--- src/rtl/fp32_div_seq_if.sv ---
// fp32_div_seq_if
//   Operand/result handshake bundle between an issuing unit and the
//   sequential FP32 divider.
//   in_valid/in_ready  : operand pair handshake (dividend, divisor)
//   out_valid/out_ready: result handshake (quotient, flags)
//   flags = {invalid, div_by_zero, overflow, underflow}
//   master: issuing side; slave: the divider.
interface fp32_div_seq_if;
    logic        in_valid;
    logic        in_ready;
    logic [31:0] dividend;
    logic [31:0] divisor;
    logic        out_valid;
    logic        out_ready;
    logic [31:0] quotient;
    logic [3:0]  flags;

    modport master (
        output in_valid, dividend, divisor, out_ready,
        input  in_ready, out_valid, quotient, flags
    );

    modport slave (
        input  in_valid, dividend, divisor, out_ready,
        output in_ready, out_valid, quotient, flags
    );
endinterface

--- src/rtl/fp32_div_seq.sv ---
// fp32_div_seq
//   Sequential IEEE-754 single-precision divider, one operation in flight.
//   Special operands resolve in one cycle; normal operands run a 25-step
//   restoring mantissa division, then normalize and pack (truncating).
//   Ports:
//     i_clk : clock, all state changes on the rising edge
//     i_rst : synchronous active-high reset
//     bus   : fp32_div_seq_if.slave (operand and result handshakes)
//
//   state  | meaning
//   -------+------------------------------------------------------------
//   S_IDLE | waiting for an operand pair, in_ready high
//   S_ITER | one restoring division step per cycle, 25 steps
//   S_NORM | normalize quotient, range check, pack result
//   S_DONE | result presented, held until out_ready
module fp32_div_seq (
    input  logic          i_clk,
    input  logic          i_rst,
    fp32_div_seq_if.slave bus
);
    typedef enum logic [1:0] {S_IDLE, S_ITER, S_NORM, S_DONE} state_t;

    state_t             r_state;
    state_t             w_state_next;
    logic               r_sign;
    logic [23:0]        r_mb;
    logic [24:0]        r_rem;
    logic [24:0]        r_q;
    logic [4:0]         r_cnt;
    logic signed [9:0]  r_exp;
    logic [31:0]        r_quotient;
    logic [3:0]         r_flags;

    logic [7:0]         w_ea;
    logic [7:0]         w_eb;
    logic               w_sign_in;
    logic               w_a_zero, w_a_inf, w_a_nan;
    logic               w_b_zero, w_b_inf, w_b_nan;
    logic               w_special;
    logic [31:0]        w_spec_q;
    logic [3:0]         w_spec_f;
    logic signed [9:0]  w_exp_in;
    logic               w_accept;
    logic               w_ge;
    logic [23:0]        w_diff;
    logic [24:0]        w_rem_next;
    logic signed [9:0]  w_norm_exp;
    logic [22:0]        w_frac;

    assign w_ea      = bus.dividend[30:23];
    assign w_eb      = bus.divisor[30:23];
    assign w_sign_in = bus.dividend[31] ^ bus.divisor[31];
    // Exponent field 0 is treated as zero: subnormals are flushed.
    assign w_a_zero  = (w_ea == 8'd0);
    assign w_a_inf   = (w_ea == 8'hFF) && (bus.dividend[22:0] == 23'd0);
    assign w_a_nan   = (w_ea == 8'hFF) && (bus.dividend[22:0] != 23'd0);
    assign w_b_zero  = (w_eb == 8'd0);
    assign w_b_inf   = (w_eb == 8'hFF) && (bus.divisor[22:0] == 23'd0);
    assign w_b_nan   = (w_eb == 8'hFF) && (bus.divisor[22:0] != 23'd0);

    // Priority order matters: inf/0 must give inf without div_by_zero.
    always_comb begin
        w_special = 1'b1;
        w_spec_q  = 32'd0;
        w_spec_f  = 4'd0;
        if (w_a_nan || w_b_nan || (w_a_zero && w_b_zero) || (w_a_inf && w_b_inf)) begin
            w_spec_q = 32'h7FC0_0000;
            w_spec_f = 4'b1000;
        end else if (w_a_inf) begin
            w_spec_q = {w_sign_in, 8'hFF, 23'd0};
        end else if (w_b_zero) begin
            w_spec_q = {w_sign_in, 8'hFF, 23'd0};
            w_spec_f = 4'b0100;
        end else if (w_a_zero || w_b_inf) begin
            w_spec_q = {w_sign_in, 31'd0};
        end else begin
            w_special = 1'b0;
        end
    end

    assign w_exp_in = $signed({2'b00, w_ea}) - $signed({2'b00, w_eb}) + 10'sd127;

    assign bus.in_ready  = (r_state == S_IDLE) && !i_rst;
    assign bus.out_valid = (r_state == S_DONE);
    assign bus.quotient  = r_quotient;
    assign bus.flags     = r_flags;
    assign w_accept      = bus.in_valid && bus.in_ready;

    // r < 2*mb always, so a successful subtraction fits in 24 bits and
    // the shifted remainder never exceeds 25 bits.
    assign w_ge       = (r_rem >= {1'b0, r_mb});
    assign w_diff     = r_rem[23:0] - r_mb;
    assign w_rem_next = w_ge ? {w_diff, 1'b0} : {r_rem[23:0], 1'b0};

    // Quotient lies in [2^23, 2^25): at most one bit of normalization.
    assign w_norm_exp = r_q[24] ? r_exp : (r_exp - 10'sd1);
    assign w_frac     = r_q[24] ? r_q[23:1] : r_q[22:0];

    always_comb begin
        w_state_next = r_state;
        case (r_state)
            S_IDLE: if (w_accept) w_state_next = w_special ? S_DONE : S_ITER;
            S_ITER: if (r_cnt == 5'd24) w_state_next = S_NORM;
            S_NORM: w_state_next = S_DONE;
            S_DONE: if (bus.out_ready) w_state_next = S_IDLE;
            default: w_state_next = S_IDLE;
        endcase
    end

    always_ff @(posedge i_clk) begin
        if (i_rst) begin
            r_state <= S_IDLE;
        end else begin
            r_state <= w_state_next;
        end
    end

    always_ff @(posedge i_clk) begin
        if (i_rst) begin
            r_sign     <= 1'b0;
            r_mb       <= 24'd0;
            r_rem      <= 25'd0;
            r_q        <= 25'd0;
            r_cnt      <= 5'd0;
            r_exp      <= 10'sd0;
            r_quotient <= 32'd0;
            r_flags    <= 4'd0;
        end else begin
            case (r_state)
                S_IDLE: begin
                    if (w_accept) begin
                        r_sign  <= w_sign_in;
                        r_mb    <= {1'b1, bus.divisor[22:0]};
                        r_rem   <= {2'b01, bus.dividend[22:0]};
                        r_q     <= 25'd0;
                        r_cnt   <= 5'd0;
                        r_exp   <= w_exp_in;
                        // Specials produce their result on the accept edge;
                        // otherwise the old result is cleared here.
                        r_quotient <= w_special ? w_spec_q : 32'd0;
                        r_flags    <= w_special ? w_spec_f : 4'd0;
                    end
                end
                S_ITER: begin
                    r_rem <= w_rem_next;
                    r_q   <= {r_q[23:0], w_ge};
                    r_cnt <= r_cnt + 5'd1;
                end
                S_NORM: begin
                    if (w_norm_exp >= 10'sd255) begin
                        r_quotient <= {r_sign, 8'hFF, 23'd0};
                        r_flags    <= 4'b0010;
                    end else if (w_norm_exp <= 10'sd0) begin
                        r_quotient <= {r_sign, 31'd0};
                        r_flags    <= 4'b0001;
                    end else begin
                        r_quotient <= {r_sign, w_norm_exp[7:0], w_frac};
                        r_flags    <= 4'd0;
                    end
                end
                default: ;
            endcase
        end
    end
endmodule

--- src/flat_wrapper.sv ---
// flat-port wrapper written by rule: the top's interface ports become plain ports
module fp32_div_seq_flat 
  (i_clk, i_rst, bus_in_valid, bus_dividend, bus_divisor, bus_out_ready, bus_in_ready, bus_out_valid, bus_quotient, bus_flags);
  fp32_div_seq_if bus_i ();
  input  logic i_clk;
  input  logic i_rst;
  input wire logic [$bits(bus_i.in_valid)-1:0] bus_in_valid;
  input wire logic [$bits(bus_i.dividend)-1:0] bus_dividend;
  input wire logic [$bits(bus_i.divisor)-1:0] bus_divisor;
  input wire logic [$bits(bus_i.out_ready)-1:0] bus_out_ready;
  output wire logic [$bits(bus_i.in_ready)-1:0] bus_in_ready;
  output wire logic [$bits(bus_i.out_valid)-1:0] bus_out_valid;
  output wire logic [$bits(bus_i.quotient)-1:0] bus_quotient;
  output wire logic [$bits(bus_i.flags)-1:0] bus_flags;
  assign bus_i.in_valid = bus_in_valid;
  assign bus_i.dividend = bus_dividend;
  assign bus_i.divisor = bus_divisor;
  assign bus_i.out_ready = bus_out_ready;
  assign bus_in_ready = bus_i.in_ready;
  assign bus_out_valid = bus_i.out_valid;
  assign bus_quotient = bus_i.quotient;
  assign bus_flags = bus_i.flags;
  fp32_div_seq u_core (.i_clk(i_clk), .i_rst(i_rst), .bus(bus_i));
endmodule
--- config.mk ---
export PLATFORM = sky130hd
export DESIGN_NAME = fp32_div_seq_flat
export DESIGN_NICKNAME = d
export VERILOG_FILES = /design/src/rtl/fp32_div_seq_if.sv /design/src/rtl/fp32_div_seq.sv /design/src/flat_wrapper.sv
export SDC_FILE = /design/constraint.sdc
export NUM_CORES = 1
export LEC_CHECK = 0
export BUFFER_PORTS_ARGS = -buffer_cell sky130_fd_sc_hd__buf_2
export CAP_MARGIN = 15
export CORE_MARGIN = 10
export CORE_UTILIZATION = 45
export CTS_BUF_LIST = sky130_fd_sc_hd__clkbuf_8
export DETAILED_ROUTE_END_ITERATION = 12
export GPL_ROUTABILITY_DRIVEN = 0
export PLACE_DENSITY = 0.65
export RECOVER_POWER = 100
export SLEW_MARGIN = 15
export SYNTH_ARGS = -nofsm -noshare
export SYNTH_HDL_FRONTEND = slang
export SYNTH_SLANG_ARGS = --single-unit
--- constraint.sdc ---
create_clock -name i_clk -period 7.7 [get_ports i_clk]
set_clock_uncertainty 0.2 [all_clocks]
set_input_delay 1.54 -clock i_clk [delete_from_list [all_inputs] [get_ports i_clk]]
set_output_delay 1.54 -clock i_clk [all_outputs]
set_load 0.03 [all_outputs]
==> impl_metrics.env <==
export IMPL_synth_avg_cell_area_um2=8.40
export IMPL_yosys_top_cells_count="dfxtp_1 (128), nand2_1 (84), nor2_1 (82)"
export IMPL_rsz0062_at_grt="no"
export IMPL_cp_max_fo=57
export IMPL_wl_met2_um=9210
export IMPL_cts_made_buffers=17
export IMPL_outcome="finished with violations"
export IMPL_clockRootBuffer="clkbuf_8"
export IMPL_cts_resized_gates=0
export IMPL_report_final_slew_viol_count=58
export IMPL_critical_path_required_ns=7.85
export IMPL_die_x_um=149
export IMPL_syn_num_nets=1000
export IMPL_power_uw=3270
export IMPL_p_leak_uw=0.00323
export IMPL_ant_nets=0
export IMPL_setup_viol=0
export IMPL_rows=47
export IMPL_synth_cell_types=69
export IMPL_cts_setup_buffers=0
export IMPL_cts_tree="yes"
export IMPL_wl_met3_um=976
export IMPL_vias=6716
export IMPL_wl_per_cell_um=16.3
export IMPL_clock_sinks=128
export IMPL_synthMostInstantiatedCell="dfxtp_1"
export IMPL_finalCriticalPeriod_ns=5.49
export IMPL_tightest_slew_ns=2.52
export IMPL_grt_ovfl_total=0
export IMPL_hold_viol_final=0
export IMPL_drt_iter0_drc=531
export IMPL_grtUsageTotal=0.174
export IMPL_grt_max_degree=68
export IMPL_cts_buffer_depth=2
export IMPL_peakVddDrop_mv=0.207
export IMPL_final_nets=1084
export IMPL_design_area_um2=8380
export IMPL_dieArea_um2=22100
export IMPL_critPathKind="input port to register"
export IMPL_worst_hold_slack_ns=0.256
export IMPL_drt_first_pass_iters=5
export IMPL_syn_to_final_growth_pct=12.3
export IMPL_synth_seq_cells=128
export IMPL_synth_top_area_frac=0.343
export IMPL_cts_max_level=4
export IMPL_netlist_area_um2=7470
export IMPL_setup_tns_ns=0
export IMPL_synth_seq_area_share=0.343
export IMPL_synth_edf_count=0
export IMPL_dpl_hpwl_um=14300
export IMPL_route_detailed_drc=0
export IMPL_startpoint_type="input port"
export IMPL_clock_latency_ns=0.46
export IMPL_synth_warnings=0
export IMPL_syn_inst=889
export IMPL_endpoint_kind="register"
export IMPL_drt_met1_wl_um=9140
export IMPL_violations="capacitance limit, slew limit"
export IMPL_core_um2=16400
export IMPL_fin_util=0.511
export IMPL_grt_pass1_vias=6337
export IMPL_holdBufCountCts=0
export IMPL_viasPerCell=5.57
export IMPL_io_pins=106
export IMPL_worstPathArrival_ns=5.65
export IMPL_initial_core_util=0.455
export IMPL_place_area_um2=8130
export IMPL_async_flop_share=0
export IMPL_clkTransAtPathRegs_ns=0.08
export IMPL_highest_layer="met4"
export IMPL_finalWirelength_um=19600
export IMPL_antenna_found_initial=0
export IMPL_finalCritPeriodShare=0.713
export IMPL_synth_area_leaders="dfxtp_1 (34%), ha_1 (6.9%), mux2i_1 (5.0%)"
export IMPL_n_antenna_cell=0
export IMPL_die_y_um=149
export IMPL_max_slew_margin=-0.681
export IMPL_drive_gt1_frac=0.125
export IMPL_yosys_most_used_dff="dfxtp_1"
export IMPL_max_cap_violations=1
export IMPL_grt_pass1_wl_um=31300
export IMPL_fmax_mhz=182
export IMPL_hold_class="register to register"
export IMPL_yosysTopAreaCell="dfxtp_1"
export IMPL_io_buffers=105
export IMPL_p_per_area_nw_per_um2=390
==> registers in the layout (all words and copies together), names as in the netlist <==
register / flops
u_core.r_cnt: 5
u_core.r_state: 2
u_core.r_exp: 10
u_core.r_q: 25
u_core.r_mb: 24
u_core.r_rem: 25
u_core.r_sign: 1
u_core.bus.flags: 4
u_core.bus.quotient: 32
==> routing by layer <==
| layer | vias to the layer above | track usage |
|---|---|---|
| met5 | - | 0 |
| li1 | 3385 | - |
| met1 | 3152 | 0.219 |
| met3 | 24 | 0.0413 |
| met2 | 155 | 0.284 |
| met4 | 0 | 0.0604 |
==> layout by cell type (no fill, tap or decap), types with 25 or more instances in the layout <==
| master | Yosys | routed |
|---|---|---|
| dfxtp_1 | 128 | 128 |
| mux2i_1 | 37 | 37 |
| o31ai_1 | 26 | 26 |
| clkbuf_1 | 43 | 42 |
| o21ai_0 | 27 | 46 |
| a21oi_1 | 43 | 42 |
| inv_1 | 55 | 56 |
| nor3_1 | 25 | 25 |
| ha_1 | 41 | 41 |
| buf_2 | 1 | 65 |
| xnor2_1 | 29 | 29 |
| a22oi_1 | 46 | 46 |
| nor2_1 | 82 | 82 |
| nand2_1 | 84 | 85 |
==> critical path: stages <==
cell,delay [ns]
buf_4,0.25
nor3_1,0.23
clkbuf_1,1.80
a21oi_4,0.42
clkbuf_1,0.64
a22oi_1,0.35
nor2_1,0.06
a311o_1,0.33
==> logic make-up after synthesis <==
logic type / count (synthesis) / share of synthesized area
AND/OR/NAND/NOR: 284 / 0.184
AO/OA/AOI/OAI: 248 / 0.236
flip-flops: 128 / 0.343
buffers and inverters: 104 / 0.0583
XOR/XNOR: 43 / 0.0514
adder cells (fa/ha/maj): 43 / 0.0741
multiplexers: 39 / 0.0526
==> power by group <==
| group | internal (µW) | total, µW | leakage [µW] | switching [µW] |
|---|---|---|---|---|
| Clock | 268 | 566 | 0.000188 | 298 |
| Sequential | 767 | 848 | 0.00104 | 80.7 |
| Combinational | 771 | 1860 | 0.00200 | 1090 |
==> stage by stage <==
stage          cells  worst slack (ns)
2_1_floorplan    889              3.46
3_3_place_gp    1173              3.51
3_5_place_dp    1173              3.48
4_1_cts         1205              3.58
5_1_grt         1206              1.86
6_report        1206              2.21
==> area by class of cell <==
class	count	area [µm²]
timing repair buffer	114	539
clock buffer	18	248
tap	220	275
fill	1608	8020
inverter	55	206
clock inverter	14	131
multi-input combinational	657	4420
sequential	128	2560
==> worst paths after layout <==
path	to	cells past startpoint	slack [ns]	start
max	u_core.r_rem[21]	8	2.21	i_rst
min reg2reg	u_core.bus.quotient[16]	2	0.26	u_core.bus.quotient[16]
min	u_core.bus.quotient[16]	2	0.26	u_core.bus.quotient[16]
max reg2reg	u_core.r_rem[21]	10	2.77	u_core.r_state[0]
Power figures use the tool's default switching activity.
